### src/rtl/interpolation_phase_timer_pkg.sv
// Phase codes shared by the decoder and the phase timer, plus the legal-successor table.
package interpolation_phase_timer_pkg;

    typedef enum logic [2:0] {
        PhIdle    = 3'd0,
        PhBegin   = 3'd1,
        PhPh      = 3'd2,
        PhPvpoSet = 3'd3,
        PhPvpo    = 3'd4,
        PhPvsoSet = 3'd5,
        PhPvso    = 3'd6,
        PhBegPvso = 3'd7
    } phase_e;

    // The one non-repeat, non-IDLE phase allowed to follow p.
    function automatic phase_e next_phase(input phase_e p);
        case (p)
            PhIdle:    next_phase = PhBegin;
            PhBegin:   next_phase = PhPh;
            PhPh:      next_phase = PhPvpoSet;
            PhPvpoSet: next_phase = PhPvpo;
            PhPvpo:    next_phase = PhPvsoSet;
            PhPvsoSet: next_phase = PhPvso;
            PhPvso:    next_phase = PhBegPvso;
            PhBegPvso: next_phase = PhPh;
            default:   next_phase = PhIdle;
        endcase
    endfunction

endpackage

### src/rtl/interpolation_phase_decode.sv
// Combinational decode of the controller's enable/mux lines into a phase code.
// Earlier terms take priority; any non-zero pattern matching no term is illegal.
module interpolation_phase_decode
    import interpolation_phase_timer_pkg::*;
(
    input  logic   enable_reg_int,
    input  logic   enable_SR_integer,
    input  logic   enable_read_integer,
    input  logic   enable_read_horizontal,
    input  logic   mux_c0,
    input  logic   mux_c1,
    input  logic   clip_pvso,
    output logic   illegal,
    output phase_e code
);

    always_comb begin
        illegal = 1'b0;
        code    = PhIdle;
        if (mux_c0 && enable_reg_int) begin
            code = PhBegPvso;
        end else if (mux_c0 && clip_pvso) begin
            code = PhPvso;
        end else if (enable_read_integer && enable_read_horizontal) begin
            code = PhPvsoSet;
        end else if (enable_SR_integer && enable_read_integer) begin
            code = PhPvpoSet;
        end else if (enable_SR_integer) begin
            code = PhPh;
        end else if (enable_read_integer && mux_c1) begin
            code = PhPvpo;
        end else if (enable_reg_int) begin
            code = PhBegin;
        end else if ({enable_read_integer, enable_read_horizontal, mux_c0, mux_c1, clip_pvso}
                     != 5'b0) begin
            illegal = 1'b1;
        end
    end

endmodule

### src/rtl/interpolation_phase_timer.sv
// Times the interpolation phases, raises *_finished pulses, counts blocks, checks sequencing.
// Optional watchdog enabled by defining INTERP_TIMER_WATCHDOG_EN.
module interpolation_phase_timer
    import interpolation_phase_timer_pkg::*;
#(
    parameter int unsigned PH_CYCLES   = 16,
    parameter int unsigned PVPO_CYCLES = 6,
    parameter int unsigned PVSO_CYCLES = 26,
    parameter int unsigned CNT_WIDTH   = 5,
    parameter int unsigned BLK_WIDTH   = 8
) (
    input  logic                 clock,
    input  logic                 reset,
    input  logic                 enable_reg_int,
    input  logic                 enable_SR_integer,
    input  logic                 enable_read_integer,
    input  logic                 enable_read_horizontal,
    input  logic                 mux_c0,
    input  logic                 mux_c1,
    input  logic                 clip_pvso,
    output logic                 PH_INTERPOLATION_finished,
    output logic                 PVPO_INTERPOLATION_finished,
    output logic                 PVSO_INTERPOLATION_finished,
    output logic [2:0]           phase,
    output logic                 block_done,
    output logic [BLK_WIDTH-1:0] block_count,
    output logic                 protocol_error,
    output logic                 timeout
);

    phase_e                 cur_code, phase_q;
    logic                   cur_ill, ill_q;
    logic [CNT_WIDTH-1:0]   cnt_q, cnt_d, cur_len, prev_len;
    logic                   persist, blk_entry, err_q, err_d;
    logic                   ph_fin_q, pvpo_fin_q, pvso_fin_q, blk_done_q;
    logic [BLK_WIDTH-1:0]   blk_cnt_q;

    interpolation_phase_decode u_decode (
        .enable_reg_int         (enable_reg_int),
        .enable_SR_integer      (enable_SR_integer),
        .enable_read_integer    (enable_read_integer),
        .enable_read_horizontal (enable_read_horizontal),
        .mux_c0                 (mux_c0),
        .mux_c1                 (mux_c1),
        .clip_pvso              (clip_pvso),
        .illegal                (cur_ill),
        .code                   (cur_code)
    );

    // Zero marks an untimed phase.
    function automatic logic [CNT_WIDTH-1:0] len_of(input phase_e p);
        case (p)
            PhPh:    len_of = CNT_WIDTH'(PH_CYCLES);
            PhPvpo:  len_of = CNT_WIDTH'(PVPO_CYCLES);
            PhPvso:  len_of = CNT_WIDTH'(PVSO_CYCLES);
            default: len_of = '0;
        endcase
    endfunction

    always_comb begin
        persist   = !cur_ill && !ill_q && (cur_code == phase_q);
        cur_len   = len_of(cur_code);
        prev_len  = len_of(phase_q);
        blk_entry = !cur_ill && (cur_code == PhBegPvso) && (ill_q || phase_q != PhBegPvso);

        cnt_d = '0;
        if (!cur_ill && cur_len != '0) begin
            if (!persist) begin
                cnt_d = CNT_WIDTH'(1);
            end else if (cnt_q != cur_len) begin
                cnt_d = cnt_q + CNT_WIDTH'(1);
            end else begin
                cnt_d = cnt_q;
            end
        end

        err_d = err_q;
        if (cur_ill) begin
            err_d = 1'b1;
        end else if (!ill_q && !persist) begin
            if (cur_code != PhIdle && cur_code != next_phase(phase_q)) begin
                err_d = 1'b1;
            end
            if (prev_len != '0 && cnt_q < prev_len) begin
                err_d = 1'b1;
            end
        end
    end

    always_ff @(posedge clock) begin
        if (!reset) begin
            phase_q    <= PhIdle;
            ill_q      <= 1'b0;
            cnt_q      <= '0;
            err_q      <= 1'b0;
            ph_fin_q   <= 1'b0;
            pvpo_fin_q <= 1'b0;
            pvso_fin_q <= 1'b0;
            blk_done_q <= 1'b0;
            blk_cnt_q  <= '0;
        end else begin
            phase_q    <= cur_ill ? PhIdle : cur_code;
            ill_q      <= cur_ill;
            cnt_q      <= cnt_d;
            err_q      <= err_d;
            // Registered one cycle early so the pulse lines up with phase cycle LEN.
            ph_fin_q   <= persist && phase_q == PhPh   && cnt_q == CNT_WIDTH'(PH_CYCLES - 1);
            pvpo_fin_q <= persist && phase_q == PhPvpo && cnt_q == CNT_WIDTH'(PVPO_CYCLES - 1);
            pvso_fin_q <= persist && phase_q == PhPvso && cnt_q == CNT_WIDTH'(PVSO_CYCLES - 1);
            blk_done_q <= blk_entry;
            if (blk_entry) begin
                blk_cnt_q <= blk_cnt_q + BLK_WIDTH'(1);
            end
        end
    end

`ifdef INTERP_TIMER_WATCHDOG_EN
    logic [1:0] over_q;
    logic       timeout_q;

    always_ff @(posedge clock) begin
        if (!reset) begin
            over_q    <= '0;
            timeout_q <= 1'b0;
        end else begin
            // over_q counts saturated cycles; the third overrun edge means the pulse was ignored.
            if (persist && prev_len != '0 && cnt_q == prev_len) begin
                if (over_q == 2'd2) begin
                    timeout_q <= 1'b1;
                end else begin
                    over_q <= over_q + 2'd1;
                end
            end else begin
                over_q <= '0;
            end
            if (persist && (phase_q inside {PhBegin, PhPvpoSet, PhPvsoSet, PhBegPvso})) begin
                timeout_q <= 1'b1;
            end
        end
    end

    assign timeout = timeout_q;
`else
    assign timeout = 1'b0;
`endif

    assign phase                       = phase_q;
    assign PH_INTERPOLATION_finished   = ph_fin_q;
    assign PVPO_INTERPOLATION_finished = pvpo_fin_q;
    assign PVSO_INTERPOLATION_finished = pvso_fin_q;
    assign block_done                  = blk_done_q;
    assign block_count                 = blk_cnt_q;
    assign protocol_error              = err_q;

endmodule

### config.mk
export PLATFORM = sky130hd
export DESIGN_NAME = interpolation_phase_timer
export DESIGN_NICKNAME = d
export VERILOG_FILES = /design/src/rtl/interpolation_phase_timer_pkg.sv /design/src/rtl/interpolation_phase_decode.sv /design/src/rtl/interpolation_phase_timer.sv
export SDC_FILE = /design/constraint.sdc
export NUM_CORES = 1
export LEC_CHECK = 0
export ABC_CLOCK_PERIOD_IN_PS = 2500
export CAP_MARGIN = 20
export CORE_MARGIN = 3
export CORE_UTILIZATION = 40
export CTS_CLUSTER_SIZE = 14
export DETAILED_ROUTE_END_ITERATION = 7
export DONT_BUFFER_PORTS = 1
export GPL_TIMING_DRIVEN = 0
export SYNTH_ARGS = -nofsm -noshare
export SYNTH_HDL_FRONTEND = slang
export SYNTH_HIERARCHICAL = 1
export SYNTH_SLANG_ARGS = --single-unit
### constraint.sdc
create_clock -name clock -period 2.5 [get_ports clock]
set_input_delay 0.25 -clock clock [delete_from_list [all_inputs] [get_ports clock]]
set_output_delay 0.25 -clock clock [all_outputs]
set_load 0.005 [all_outputs]
==> impl_results.md <==
* Ys flop type: dfxtp_1
* Initial core utilization at 43.7%
* Setup CP Type: flop to flop
* Worst Path Required at 2.70 ns
* Final setup viols at 0
* RSZ-0062 raised after global routing: false
* Total negative slack at 0 ns
* Synthesized area per cell at 9.20 um^2
* Total GRT Usage at 15.2%
* Status: finished, final reports clean
* Mean number of vias per cell at 5.37
* Placer Congestion at 0.783
* Hold Path Sink: block_count[7]
* Skew final at 0.00214 ns
* Pins Over Slew Limit at 0
* Asr flop ratio synth at 0%
* Post-synth EDFFs at 0
* Max Root-Sink Buffers at 2
* Least-Margin Pin Slew at 1.06 ns
* Largest family of logic cells by synthesized area: simple AND/OR/NAND/NOR gates
* Vias at 1159
* Syn Nets at 185
* Compound-cell area share of the yosys netlist at 16.1%
* Period utilization at 93.1%
* Iteration-0 DRC Markers at 52
* Diodes inserted at 0
* Buffers on Ports at 0
* Worst-Skew Late Latency at 0.26 ns
* Clock transition at path regs at 0.08 ns
* Startpoint type of the worst setup path: flop
* Synth Cell Area at 0.00153 mm^2
* IO Count at 26
* Xor and xnor fraction of the mapped netlist area at 6.88%
* GR Overflow Total at 0
* Post-synthesis mux area share at 0.655%
* Initial antenna violation count at 0
* Max-Cap Viols at 0
* Root Driver: clkbuf_8
* Routed Antenna Nets at 0
* Critical-path cell list: buf_6, or3b_2, ha_1, or4b_2, o2111ai_1, a211oi_1, a21oi_1
* Global-route wire length before repair at 5300 um
* R2R depth at 7
* Setup crit end kind: flop
* Row count at 21
* Placed inst area at 0.00159 mm^2
* Die area at 0.00460 mm^2
* Wire per inst at 14.4 um
* P per Cell Area at 511 mW/mm^2
* Worst path max stage delay at 0.63 ns
* Clock sink count at 25
* Nets@finish at 190
* Hold depth at 1
* Flop and latch count out of synthesis at 25
* Die Ht at 67.8 um
* Synthesis-to-layout area growth at 7.13%
* Fin area at 0.00164 mm^2
* CTS tree: built
* Crit-path max FO at 7
* Worst Hold Class: input port to flop
* Worst R2R End: protocol_error
* Post-synth cell types at 54
* Die extent in x at 67.8 um
* Relative slew slack at 28.5%
* Final WL at 3100 um
* Detailed placement HPWL at 2410 um
* Filler cells at 327
* Util after Layout at 46.8%
* Layout cells sized above 1 at 12.4%
* Post-Synth Adder-Cell Area at 8.19%
* Max Freq at 429 MHz
* IR drop worst, VDD at 0.000198 V
* Worst r2r src: phase[2]
* Synth Area in Simple Gates at 28.7%
* Final hold violations at 0
* Final worst path period need at 2.33 ns
* DRC viols at 0
* Vias in the first global route at 1232
* Largest net degree at the start of global routing at 14
* Cell count after synthesis at 166
* Reg2Reg Setup Slack at 0.17 ns
* First-pass DRT Iterations at 4
* Worst hold start: reset
* Ys Warns at 6
* Slowest CP cell: or4b_2
* Leak at 0.626 nW
* Sequential area share after synthesis at 32.8%
* CTS buffer count at 3
* Post-CTS Hold Buffers at 0
* CTS H-tree lvls at 1
* WP data arrival at 2.53 ns
* Core area at 0.00349 mm^2
## power breakdown
| group | internal [mW] | switching, mW | leakage [nW] |
|---|---|---|---|
| Sequential | 0.416 | 0.0274 | 0.204 |
| Clock | 0.114 | 0.120 | 0.0228 |
| Combinational | 0.0778 | 0.0804 | 0.400 |
## how the worst max path moves through the flow
| stage | cells after the start | slack [ns] | from | endpoint |
|---|---|---|---|---|
| 6_report | 7 | 0.17 | phase[2] | protocol_error |
| 5_1_grt | 7 | 0.02 | phase[2] | protocol_error |
| 4_1_cts | 7 | 0.07 | phase[2] | protocol_error |
| 3_5_place_dp | 9 | 0.05 | enable_reg_int | flop |
| 3_3_place_gp | 9 | 0.06 | enable_reg_int | flop |
| 2_1_floorplan | 7 | 0.30 | phase[2] | protocol_error |
## per-stage QoR
stage	setup slack [ns]	power, mW	hold slack (ns)	std cells
after floorplan	0.303	0.577	0.403	166
after global placement	0.0633	0.601	0.414	212
after detailed placement	0.0452	0.611	0.417	212
after CTS	0.0716	0.854	0.120	216
after global routing	0.0208	0.893	0.119	216
final	0.171	0.836	0.133	216
## logic make-up (layout without fill, tap and decap cells)
logic type	count (synthesis)	count (layout)
xor+xnor	12	12
buf+inv	18	22
mux	1	1
compound gates	31	31
simple gates	68	68
flops	25	25
other cells	1	1
fa+ha+maj	10	10
## what timing repair did
action	CTS	global route
gates resized for setup	0	4
setup endpoints to repair	0	1
buffers inserted	0	0
## cells in the final DEF, fill, tap and decap left out, types with 2 or more instances in the layout
cell type / n
and2_1: 11
xor2_1: 2
nor2b_1: 5
or3_1: 2
clkbuf_8: 3
nor4_1: 2
nand3b_1: 2
nor2_1: 6
nand4_1: 4
xnor2_1: 10
clkbuf_1: 2
and3_1: 3
a21oi_1: 6
a211oi_1: 3
buf_6: 3
o21ai_0: 7
or3b_2: 2
dfxtp_1: 25
nand2_1: 12
nand3_1: 5
o31ai_1: 2
ha_1: 10
inv_1: 12
## worst max-delay path, delay by kind of cell, from the launching register on
family,cells,cell delay (ns)
adder cells (fa/ha/maj),1,0.21
AO/OA/AOI/OAI,3,0.43
flip-flops,1,0.37
AND/OR/NAND/NOR,2,1.10
buffers and inverters,1,0.15
## cell usage after synthesis, drive strengths merged (2+ instances only)
library cell,number,area share (%)
nand3,6,2.3
ha,10,8.2
and3,3,1.2
clkbuf,2,0.57
dfxtp,25,33
nand3b,2,0.98
buf,4,2.9
o31ai,2,0.98
o211ai,2,1.3
nor2,6,1.5
o21ai,8,2.6
xor2,2,1.1
nand2,12,2.9
nor2b,6,2.9
inv,12,2.9
and2,11,4.5
xnor2,10,5.7
a21oi,6,2.0
nor4,2,0.82
nand4,4,1.6
a211oi,3,1.5
or3,3,1.6
or3b,2,1.1
## area by class of cell
class | instances | area, um^2 | area share, %
Clock buffer | 4 | 45.0 | 2.75
Multi-Input combinational cell | 123 | 928 | 56.7
Sequential cell | 25 | 500 | 30.6
Buffer | 6 | 60.1 | 3.67
Tap cell | 46 | 57.6 | 3.52
Inverter | 12 | 45.0 | 2.75
## metal layers
| layer | part of all wire (%) | wire [um] | vias to the layer above | track usage (%) |
|---|---|---|---|---|
| met2 | 50 | 1550 | 20 | 29.2 |
| met5 | 0 | 0 | - | 0 |
| met1 | 43 | 1340 | 539 | 16.1 |
| li1 | - | - | 596 | - |
| met3 | 5.5 | 171 | 4 | 2.83 |
| met4 | 1.3 | 40 | 0 | 6.20 |
(Power assumes the default switching activity.)
